===== src/rtl/timer_sched.sv =====
// Shared 8-bit timer, APB-programmed, round-robin allocated to four requesters.
// Latency: LOAD -> EXPIRE is (reload+1)*(PRESC+1)+1 cycles; APB reads are combinational.
// Backpressure: none, PREADY is tied high; requests queue as pending bits until granted.
module timer_sched (
    input  logic       PCLK,
    input  logic       PRESETn,
    input  logic       PSEL,
    input  logic       PENABLE,
    input  logic       PWRITE,
    input  logic [2:0] PADDR,
    input  logic [7:0] PWDATA,
    output logic [7:0] PRDATA,
    output logic       PREADY,
    input  logic [3:0] req,
    output logic [3:0] grant,
    output logic [3:0] done,
    output logic       trig,
    output logic       busy
);

    typedef enum logic [1:0] {S_IDLE, S_LOAD, S_COUNT, S_EXPIRE} state_t;

    state_t     state;
    state_t     state_nxt;
    logic [7:0] load_r [4];
    logic       en;
    logic [3:0] mask;
    logic [7:0] presc;
    logic [7:0] count;
    logic [7:0] presc_cnt;
    logic [3:0] pending;
    logic [1:0] rr_ptr;
    logic [1:0] ch;

    logic       wr;
    logic       abort;
    logic       tick;
    logic [3:0] eligible;
    logic [3:0] ch_onehot;
    logic [1:0] sel;
    logic       found;
    logic [1:0] idx;

    assign wr        = PSEL & PENABLE & PWRITE;
    // Clearing EN while the timer is loading or counting drops the allocation at once.
    assign abort     = wr && (PADDR == 3'd4) && !PWDATA[0] &&
                       ((state == S_LOAD) || (state == S_COUNT));
    assign tick      = (presc_cnt == presc);
    assign eligible  = pending & mask;
    assign ch_onehot = 4'b0001 << ch;
    assign PREADY    = 1'b1;

    // Round-robin pick: first eligible channel at or after rr_ptr, wrapping 3 -> 0.
    always_comb begin
        sel   = rr_ptr;
        found = 1'b0;
        idx   = rr_ptr;
        for (int k = 0; k < 4; k++) begin
            idx = rr_ptr + 2'(k);
            if (!found && eligible[idx]) begin
                sel   = idx;
                found = 1'b1;
            end
        end
    end

    // Next-state decode; abort wins over a simultaneous expiry.
    always_comb begin
        state_nxt = state;
        case (state)
            S_IDLE:   if (en && found) state_nxt = S_LOAD;
            S_LOAD:   state_nxt = abort ? S_IDLE : S_COUNT;
            S_COUNT: begin
                if (abort)                      state_nxt = S_IDLE;
                else if (tick && count == 8'd0) state_nxt = S_EXPIRE;
            end
            S_EXPIRE: state_nxt = S_IDLE;
            default:  state_nxt = S_IDLE;
        endcase
    end

    // Moore outputs decoded from state and the latched channel.
    always_comb begin
        busy  = (state != S_IDLE);
        grant = busy ? ch_onehot : 4'b0000;
        trig  = (state == S_EXPIRE);
        done  = trig ? ch_onehot : 4'b0000;
    end

    // State register.
    always_ff @(posedge PCLK) begin
        if (!PRESETn) state <= S_IDLE;
        else          state <= state_nxt;
    end

    // Registers, pending set/clear, arbitration bookkeeping and the counter datapath.
    always_ff @(posedge PCLK) begin
        if (!PRESETn) begin
            for (int i = 0; i < 4; i++) load_r[i] <= 8'd0;
            en        <= 1'b0;
            mask      <= 4'd0;
            presc     <= 8'd0;
            count     <= 8'd0;
            presc_cnt <= 8'd0;
            pending   <= 4'd0;
            rr_ptr    <= 2'd0;
            ch        <= 2'd0;
        end else begin
            if (wr) begin
                case (PADDR)
                    3'd0, 3'd1, 3'd2, 3'd3: load_r[PADDR[1:0]] <= PWDATA;
                    3'd4: begin
                        en   <= PWDATA[0];
                        mask <= PWDATA[7:4];
                    end
                    3'd7:    presc <= PWDATA;
                    default: ;
                endcase
            end

            // A new request in the clearing cycle keeps the bit set.
            if (state == S_LOAD && !abort) pending <= (pending & ~ch_onehot) | req;
            else                           pending <= pending | req;

            case (state)
                S_IDLE: begin
                    if (en && found) begin
                        ch     <= sel;
                        rr_ptr <= sel + 2'd1;
                    end
                end
                S_LOAD: begin
                    if (!abort) begin
                        count     <= load_r[ch];
                        presc_cnt <= 8'd0;
                    end
                end
                S_COUNT: begin
                    if (!abort) begin
                        if (tick) begin
                            presc_cnt <= 8'd0;
                            if (count != 8'd0) count <= count - 8'd1;
                        end else begin
                            presc_cnt <= presc_cnt + 8'd1;
                        end
                    end
                end
                default: ;
            endcase
        end
    end

    // Combinational APB read mux.
    always_comb begin
        PRDATA = 8'd0;
        if (PSEL && !PWRITE) begin
            case (PADDR)
                3'd0, 3'd1, 3'd2, 3'd3: PRDATA = load_r[PADDR[1:0]];
                3'd4:    PRDATA = {mask, 3'b000, en};
                3'd5:    PRDATA = {1'b0, ch, busy, pending};
                3'd6:    PRDATA = count;
                default: PRDATA = presc;
            endcase
        end
    end

endmodule


===== config.mk =====
export PLATFORM = sky130hd
export DESIGN_NAME = timer_sched
export DESIGN_NICKNAME = d
export VERILOG_FILES = /design/src/rtl/timer_sched.sv
export SDC_FILE = /design/constraint.sdc
export NUM_CORES = 1
export LEC_CHECK = 0
export ABC_AREA = 1
export BUFFER_PORTS_ARGS = -buffer_cell sky130_fd_sc_hd__clkbuf_2
export CAP_MARGIN = 40
export CORE_MARGIN = 3
export CORE_UTILIZATION = 40
export CTS_BUF_LIST = sky130_fd_sc_hd__clkbuf_16
export CTS_CLUSTER_DIAMETER = 100
export DETAILED_ROUTE_END_ITERATION = 8
export PLACE_DENSITY = 0.61
export SKIP_LAST_GASP = 1
export SYNTH_ARGS = -nofsm -noshare
export SYNTH_HDL_FRONTEND = slang
export SYNTH_SLANG_ARGS = --single-unit

===== constraint.sdc =====
create_clock -name PCLK -period 3 [get_ports PCLK]
set_input_delay 0.3 -clock PCLK [delete_from_list [all_inputs] [get_ports PCLK]]
set_output_delay 0.3 -clock PCLK [all_outputs]
set_load 0.05 [all_outputs]

==> key figures, run 1 <==
Synth
  • EDFF count, synth: 32
  • Synth Instances: 570
  • Mapped cell area: 4290 sq um
  • Net Count, Synth: about 600
  • Synthesized flop and latch total: 73
  • Cell taking the most area after synthesis: edfxtp_1
  • Most common library cells after synthesis: nand2_1 (105), nor2_1 (81), inv_1 (66)
  • Async SR Flop Fraction: 0%
  • Count leader, synth: nand2_1
  • Post-synthesis sequential area ratio: 41.53%
  • Ys flop type: dfxtp_1
  • Ys Warns: 0
  • Synth top area share: 22.40%
  • Top post-synthesis cells by area: edfxtp_1 (22%), dfxtp_1 (19%), nand2_1 (9.2%)
  • Synth Area per Inst: 7.527 sq um
  • Synth cell types: 46

CTS
  • CTS Buffer Depth: 2
  • Clock transition at path regs: 0.06 ns
  • Hold-fix buffers, CTS: 0
  • CTS tree: yes
  • Post-CTS setup buffer count: 0
  • CTS root buf: clkbuf_16
  • CTS buffer count: 9
  • CTS H-tree lvls: 3
  • Post-CTS Resized: 0
  • Clock sink count: 73
  • Clk_lat worst skew: 0.33 ns

Floorplanning
  • FP Rows: 37
  • Initial Util: 41.37%
  • Core ar.: about 10000 sq um
  • Die area: approximately 12000 sq um
  • Die width: 109.6 microns
  • Chip height: 109.6 microns
  • IO Count: 39

Timing
  • Final Worst Setup Slack: 0.6200 ns
  • Final TNS setup: 0 ns
  • Minimum clock period: around 2.4 ns
  • Final Skew: 0.007288 ns
  • Highest Clock Rate: ~0.42 GHz
  • Slew @ Worst Pin: roughly 0.56 ns
  • Final Setup Violations: 0
  • RSZ-0062 raised after global routing: no
  • Crit share post-route: 79.33%
  • Fin. max-slew vios: 0
  • Final hold vios: 0
  • Worst rel slew slack: 62.92%

Worst setup path
  • Reg2reg end: count[5]
  • Startpoint Class: input port
  • Arrival time at the worst endpoint: 2.08 ns
  • CP required: about 2.7 ns
  • Setup CP Type: in -> out
  • Reg2Reg Setup Slack: 0.78 ns
  • Crit Reg-Reg Startpoint: state[0]
  • CP Max Fanout: 7
  • CP endpoint: PRDATA[5]
  • Reg2reg path depth: 9
  • Worst Setup SP: PADDR[0]
  • Crit. End Element: output pin

Placed design
  • Detailed Place HPWL: 9.330 mm
  • DP Worst Slack: about 0.67 ns
  • Buffers on Ports: 37
  • Placer Congestion: ~0.94

Outcome
  • Run status: finished, final reports clean

Drt
  • Met2 wire len: 5.490 mm
  • DRT iter0 DRCs: roughly 450
  • DRT antenna net count: 0
  • DR vias: about 4000
  • WL per Instance: between 15 and 20 microns
  • DR pass1 iterations: 5
  • Max Used Layer: met4
  • Metal3 WL: 939 microns
  • DRT Wirelength: 12.02 mm
  • M1 WL: 5.385 mm
  • Via/cell ratio: 5.399
  • DRC: 0

Global routing
  • Tot GR Track Use: 20.91%
  • Initial antenna violation count: 0
  • First-pass GRT wire length: 19.26 mm
  • Largest net degree at the start of global routing: 26
  • Grt total ovfl: 0
  • Number of global-route vias before repair: 3686

Layout
  • Area growth syn-to-layout: 15.05%
  • Area of the multi-input gates: 2158 sq um
  • Fillcell total: 1054
  • Diodes inserted: 0
  • Share of layout cells above drive strength 1: 14.17%
  • Nets: 637
  • Reg area: 1782 sq um

Flow run
  • MaxCap Viol Count: 0

Pwr
  • Pwr per Cell Area: 742.4 nW/um^2
  • Leak: around 2.1 nW
  • IR Drop Worst-Case VDD: between 0.3 and 0.4 mV

Worst hold path
  • HP Class: in -> reg
[state kept, by name, summed over array words and instances, names as in the netlist, named ones only]
name	flops
pending	4
ch	2
presc_cnt	8
presc	8
load_r	32
state	2
mask	4
count	8
en	1
rr_ptr	1
[per-layer routing]
layer / global-route usage, % / vias up
li1: - / 1994
met1: 29.78 / 1875
met2: 33.04 / 162
met3: 3.464 / 18
met4: 5.343 / 0
met5: 0 / -
[kinds of logic after synthesis]
kind of cell | share of synthesized area [%]
simple gates | 26.77
compound gates | 19.69
buf+inv | 8.166
flops | 41.53
fa+ha+maj | 2.333
xor+xnor | 1.429
other cells | 0.08741
[power breakdown]
group / switching [mW] / total [mW] / internal [mW]
registers: 0.0973 / 1.25 / 1.15
logic: 0.859 / 1.24 / 0.381
clock network: 0.442 / 1.18 / 0.737
[metrics by stage]
stage                     instances  power (mW)  hold WS, ns  area, sq um  util, %
final                           750       3.665       0.1845         4936    47.60
after CTS                       750       3.676       0.1799         4936    47.60
after detailed placement        734       2.493       0.5006         4608    44.44
after floorplan                 570       2.223       0.4340         4290        -
after global routing            750       3.885       0.1806         4936    47.60
after global placement          734       2.483       0.4927         4608    44.44
[critical path: stages]
cell,delay (ns)
clkbuf_2,0.16
inv_1,0.07
nor2_2,0.28
inv_2,0.12
nor2_1,0.32
inv_1,0.10
o22ai_1,0.16
a21oi_1,0.07
nand3_1,0.12
nand2_1,0.06
inv_1,0.06
clkbuf_2,0.27
[final cells by class]
type / instances / area share, %
clock buffer: 9 / 4.563
clock inverter: 7 / 2.079
inverter: 74 / 5.729
multi-input combinational: 410 / 43.73
sequential: 73 / 36.10
tap: 136 / 3.447
timing repair buffer: 41 / 4.360
[placed cells by master (no fill, tap or decap), types with 4 or more instances in the layout]
master     synthesis  layout
a21oi_1           48      48
a22oi_1           11      11
a31oi_1            4       4
buf_4              2       4
clkbuf_16          0       9
clkbuf_2           0      37
dfxtp_1           41      41
edfxtp_1          32      32
ha_1               8       8
inv_1             66      66
nand2_1          105     105
nand2_4            4       4
nand3_1           36      36
nand4_1            4       4
nor2_1            81      81
nor3_1             5       5
o21a_1             5       5
o21ai_0           45      45
o21ai_1            4       4
o22ai_1            5       5
o2bb2ai_1          6       6
xnor2_1            4       4
[how the worst min path moves through the flow]
stage          slack (ns)  cells past startpoint           end          from
2_1_floorplan        0.43                      2    pending[0]        req[0]
3_3_place_gp         0.49                      2  presc_cnt[0]  presc_cnt[0]
3_5_place_dp         0.50                      2      count[2]      count[2]
4_1_cts              0.18                      3    pending[2]        req[2]
5_1_grt              0.18                      3    pending[3]        req[3]
6_report             0.18                      3    pending[3]        req[3]
(Power assumes the default switching activity.)
==> inputs of run 2 (changes only) <==
==> constraint.sdc (replaced) <==
create_clock -name PCLK -period 2.4 [get_ports PCLK]
set_input_delay 0.24 -clock PCLK [delete_from_list [all_inputs] [get_ports PCLK]]
set_output_delay 0.24 -clock PCLK [all_outputs]
set_load 0.05 [all_outputs]
==> run 2 against run 1 <==
The flow now finishes with violations (DRC). Largest power group is now combinational logic. Sequential share of layout area shrank 0.43 points. Critical path depth shrank 6. Sequential cell count is the same.
==> key figures, run 2 (synthesis gave the netlist of run 1 again) <==
Worst hold path
  • HP Class: in -> reg (unchanged)
  • HP Start: req[3] (unchanged)

Timing
  • Minimum clock period: ~2.2 ns
  • Slew @ Worst Pin: 0.6392 ns (was 0.5562 ns)
  • Highest Clock Rate: 0.4563 GHz
  • Worst rel slew slack: 56.94% (was 62.92%)
  • Fin. max-slew vios: 0 (unchanged)
  • Hold Worst Slack: 0.1147 ns (was 0.1845 ns)
  • Final Skew: 0.006553 ns (was 0.007288 ns)
  • Final hold vios: 0 (unchanged)
  • Final TNS setup: 0 ns (unchanged)
  • Final Setup Violations: 0 (unchanged)
  • RSZ-0062 raised after global routing: no (unchanged)
  • Crit share post-route: 91.31%

Worst setup path
  • Crit Reg-Reg Startpoint: rr_ptr[1] (was state[0])
  • Arrival time at the worst endpoint: 1.95 ns (was 2.08 ns)
  • CP required: 2.16 ns (was 2.70 ns)
  • Reg2Reg Setup Slack: 0.42 ns (was 0.78 ns)
  • Setup CP Type: reg -> out (was in -> out)
  • Startpoint Class: register (was input port)
  • CP endpoint: PRDATA[4] (was PRDATA[5])
  • Reg2reg path depth: 11 (was 9)
  • Crit. End Element: output pin (unchanged)
  • Worst Setup SP: state[1] (was PADDR[0])
  • CP Max Fanout: 6 (was 7)
  • Reg2reg end: rr_ptr[1] (was count[5])

Drt
  • DRT Wirelength: 12.55 mm (was 12.02 mm)
  • DRT iter0 DRCs: 488 (was 446)
  • DR vias: 4107 (was 4049)
  • WL per Instance: 16.55 microns (was 16.03 microns)
  • DRT antenna net count: 0 (unchanged)
  • DRC: 1 (was 0)
  • DR pass1 iterations: 7 (was 5)
  • Via/cell ratio: 5.418 (was 5.399)

Pwr
  • Internal power: 2.853 mW (was 2.267 mW)
  • Sequential share of power: 33.7% (was 34.0%)
  • Clock power share: 32.0% (was 32.2%)
  • Psw: 1.763 mW (was 1.398 mW)
  • Combinational Power Share: 34.3% (was 33.8%)
  • Leak: 2.144 nW (was 2.106 nW)
  • Pwr per Cell Area: 923.9 nW/um^2 (was 742.4 nW/um^2)
  • IR Drop Worst-Case VDD: 0.4583 mV (was 0.3420 mV)
  • Switching share of power: 38.19% (was 38.14%)

Layout
  • Area growth syn-to-layout: 16.45% (was 15.05%)
  • Diodes inserted: 0 (unchanged)
  • Max reg flops: 32 (unchanged)
  • Most common cell after layout, fill and taps aside: nand2_1 (unchanged)
  • Fillcell total: 1069 (was 1054)
  • Largest Register: load_r (unchanged)
  • Nets: 645 (was 637)
  • Share of layout cells above drive strength 1: 15.27% (was 14.17%)
  • Post-layout util: 48.18% (was 47.60%)
  • Commonest cells after routing, fill and taps aside: nand2_1 (105), nor2_1 (81), inv_1 (66) (unchanged)

Placed design
  • Detailed Place HPWL: 9.546 mm (was 9.330 mm)
  • Buffers on Ports: 37 (unchanged)
  • Placer Congestion: 0.8993 (was 0.9376)

CTS
  • Post-CTS setup buffer count: 0 (unchanged)
  • CTS tree: yes (unchanged)
  • CTS H-tree lvls: 3 (unchanged)
  • Post-CTS Resized: 0 (unchanged)
  • CTS root buf: clkbuf_16 (unchanged)
  • Clock transition at path regs: 0.06 ns (about the same)
  • CTS buffer count: 9 (unchanged)
  • Clock sink count: 73 (unchanged)
  • Clk_lat worst skew: 0.34 ns (was 0.33 ns)
  • CTS Buffer Depth: 2 (unchanged)
  • Hold-fix buffers, CTS: 0 (unchanged)

Floorplanning
  • Chip height: 109.6 microns (unchanged)
  • Die width: 109.6 microns (unchanged)
  • IO Count: 39 (unchanged)
  • Die area: 12000 sq um (unchanged)
  • FP Rows: 37 (unchanged)
  • Initial Util: 41.37% (unchanged)
  • Core ar.: 10370 sq um (unchanged)

Global routing
  • First-pass GRT wire length: 19.76 mm (was 19.26 mm)
  • Tot GR Track Use: 21.99% (was 20.91%)
  • Grt total ovfl: 0 (unchanged)
  • Largest net degree at the start of global routing: 26 (unchanged)
  • Number of global-route vias before repair: 3771 (was 3686)
  • Initial antenna violation count: 0 (unchanged)

Outcome
  • Run status: finished, violations left (was finished, final reports clean)
  • Failing checks: DRC

Flow run
  • MaxCap Viol Count: 0 (unchanged)
## run 2: changes by cell type in the layout (fill, tap and decap cells not counted)
cell	change
buf_4	+8
## run 2: power groups by stage
stage | Clock, mW | Sequential [mW] | Combinational, mW
after floorplan | 0 | 1.54 | 1.24
after detailed placement | 0 | 1.58 | 1.57
after CTS | 1.50 | 1.55 | 1.58
final | 1.48 | 1.55 | 1.58
after global routing | 1.55 | 1.57 | 1.78
after global placement | 0 | 1.58 | 1.55
## run 2: layout make-up
| type | count | area [sq um] | share of cell area, % |
|---|---|---|---|
| flip-flops and latches | 73 | 1782 | 35.66 |
| repair buffers | 49 | 275.3 | 5.510 |
| well taps | 136 | 170.2 | 3.406 |
| clock buffers | 9 | 225.2 | 4.508 |
| multi-input cells | 410 | 2158 | 43.20 |
| clock inverters | 7 | 102.6 | 2.054 |
| inverters | 74 | 282.8 | 5.660 |
## run 2: per-layer routing
| layer | share of wire (%) | global-route usage [%] | up-vias | wire length, microns |
|---|---|---|---|---|
| met2 | 46 | 33.52 | 169 | 5736 |
| met4 | 2.8 | 7.747 | 0 | 348 |
| met3 | 8.8 | 7.868 | 40 | 1099 |
| li1 | - | - | 2007 | - |
| met1 | 43 | 28.80 | 1891 | 5362 |
| met5 | 0 | 0 | - | 0 |
## run 2: how the worst min path moves through the flow
stage	to	cells past startpoint
floorplan	pending[0]	2
global placement	pending[2]	3
detailed placement	pending[3]	3
CTS	pending[3]	3
global route	pending[1]	3
finish	pending[3]	3
## run 2: per-stage QoR
stage / instance area [sq um] / power (mW) / worst slack (ns) / instances
2_1_floorplan: 4290 / 2.779 / 0.07473 / 570
3_3_place_gp: 4668 / 3.131 / 0.3614 / 742
3_5_place_dp: 4668 / 3.148 / 0.2934 / 742
4_1_cts: 4996 / 4.633 / 0.1979 / 758
5_1_grt: 4996 / 4.898 / 0.07010 / 758
6_report: 4996 / 4.616 / 0.2086 / 758
## run 2: worst max-delay path: stages, from the launching register on
cell and delay (ns):
dfxtp_1 0.39, inv_1 0.10, ha_1 0.28, inv_1 0.18, a22oi_1 0.10, a31oi_1 0.24, clkbuf_2 0.32
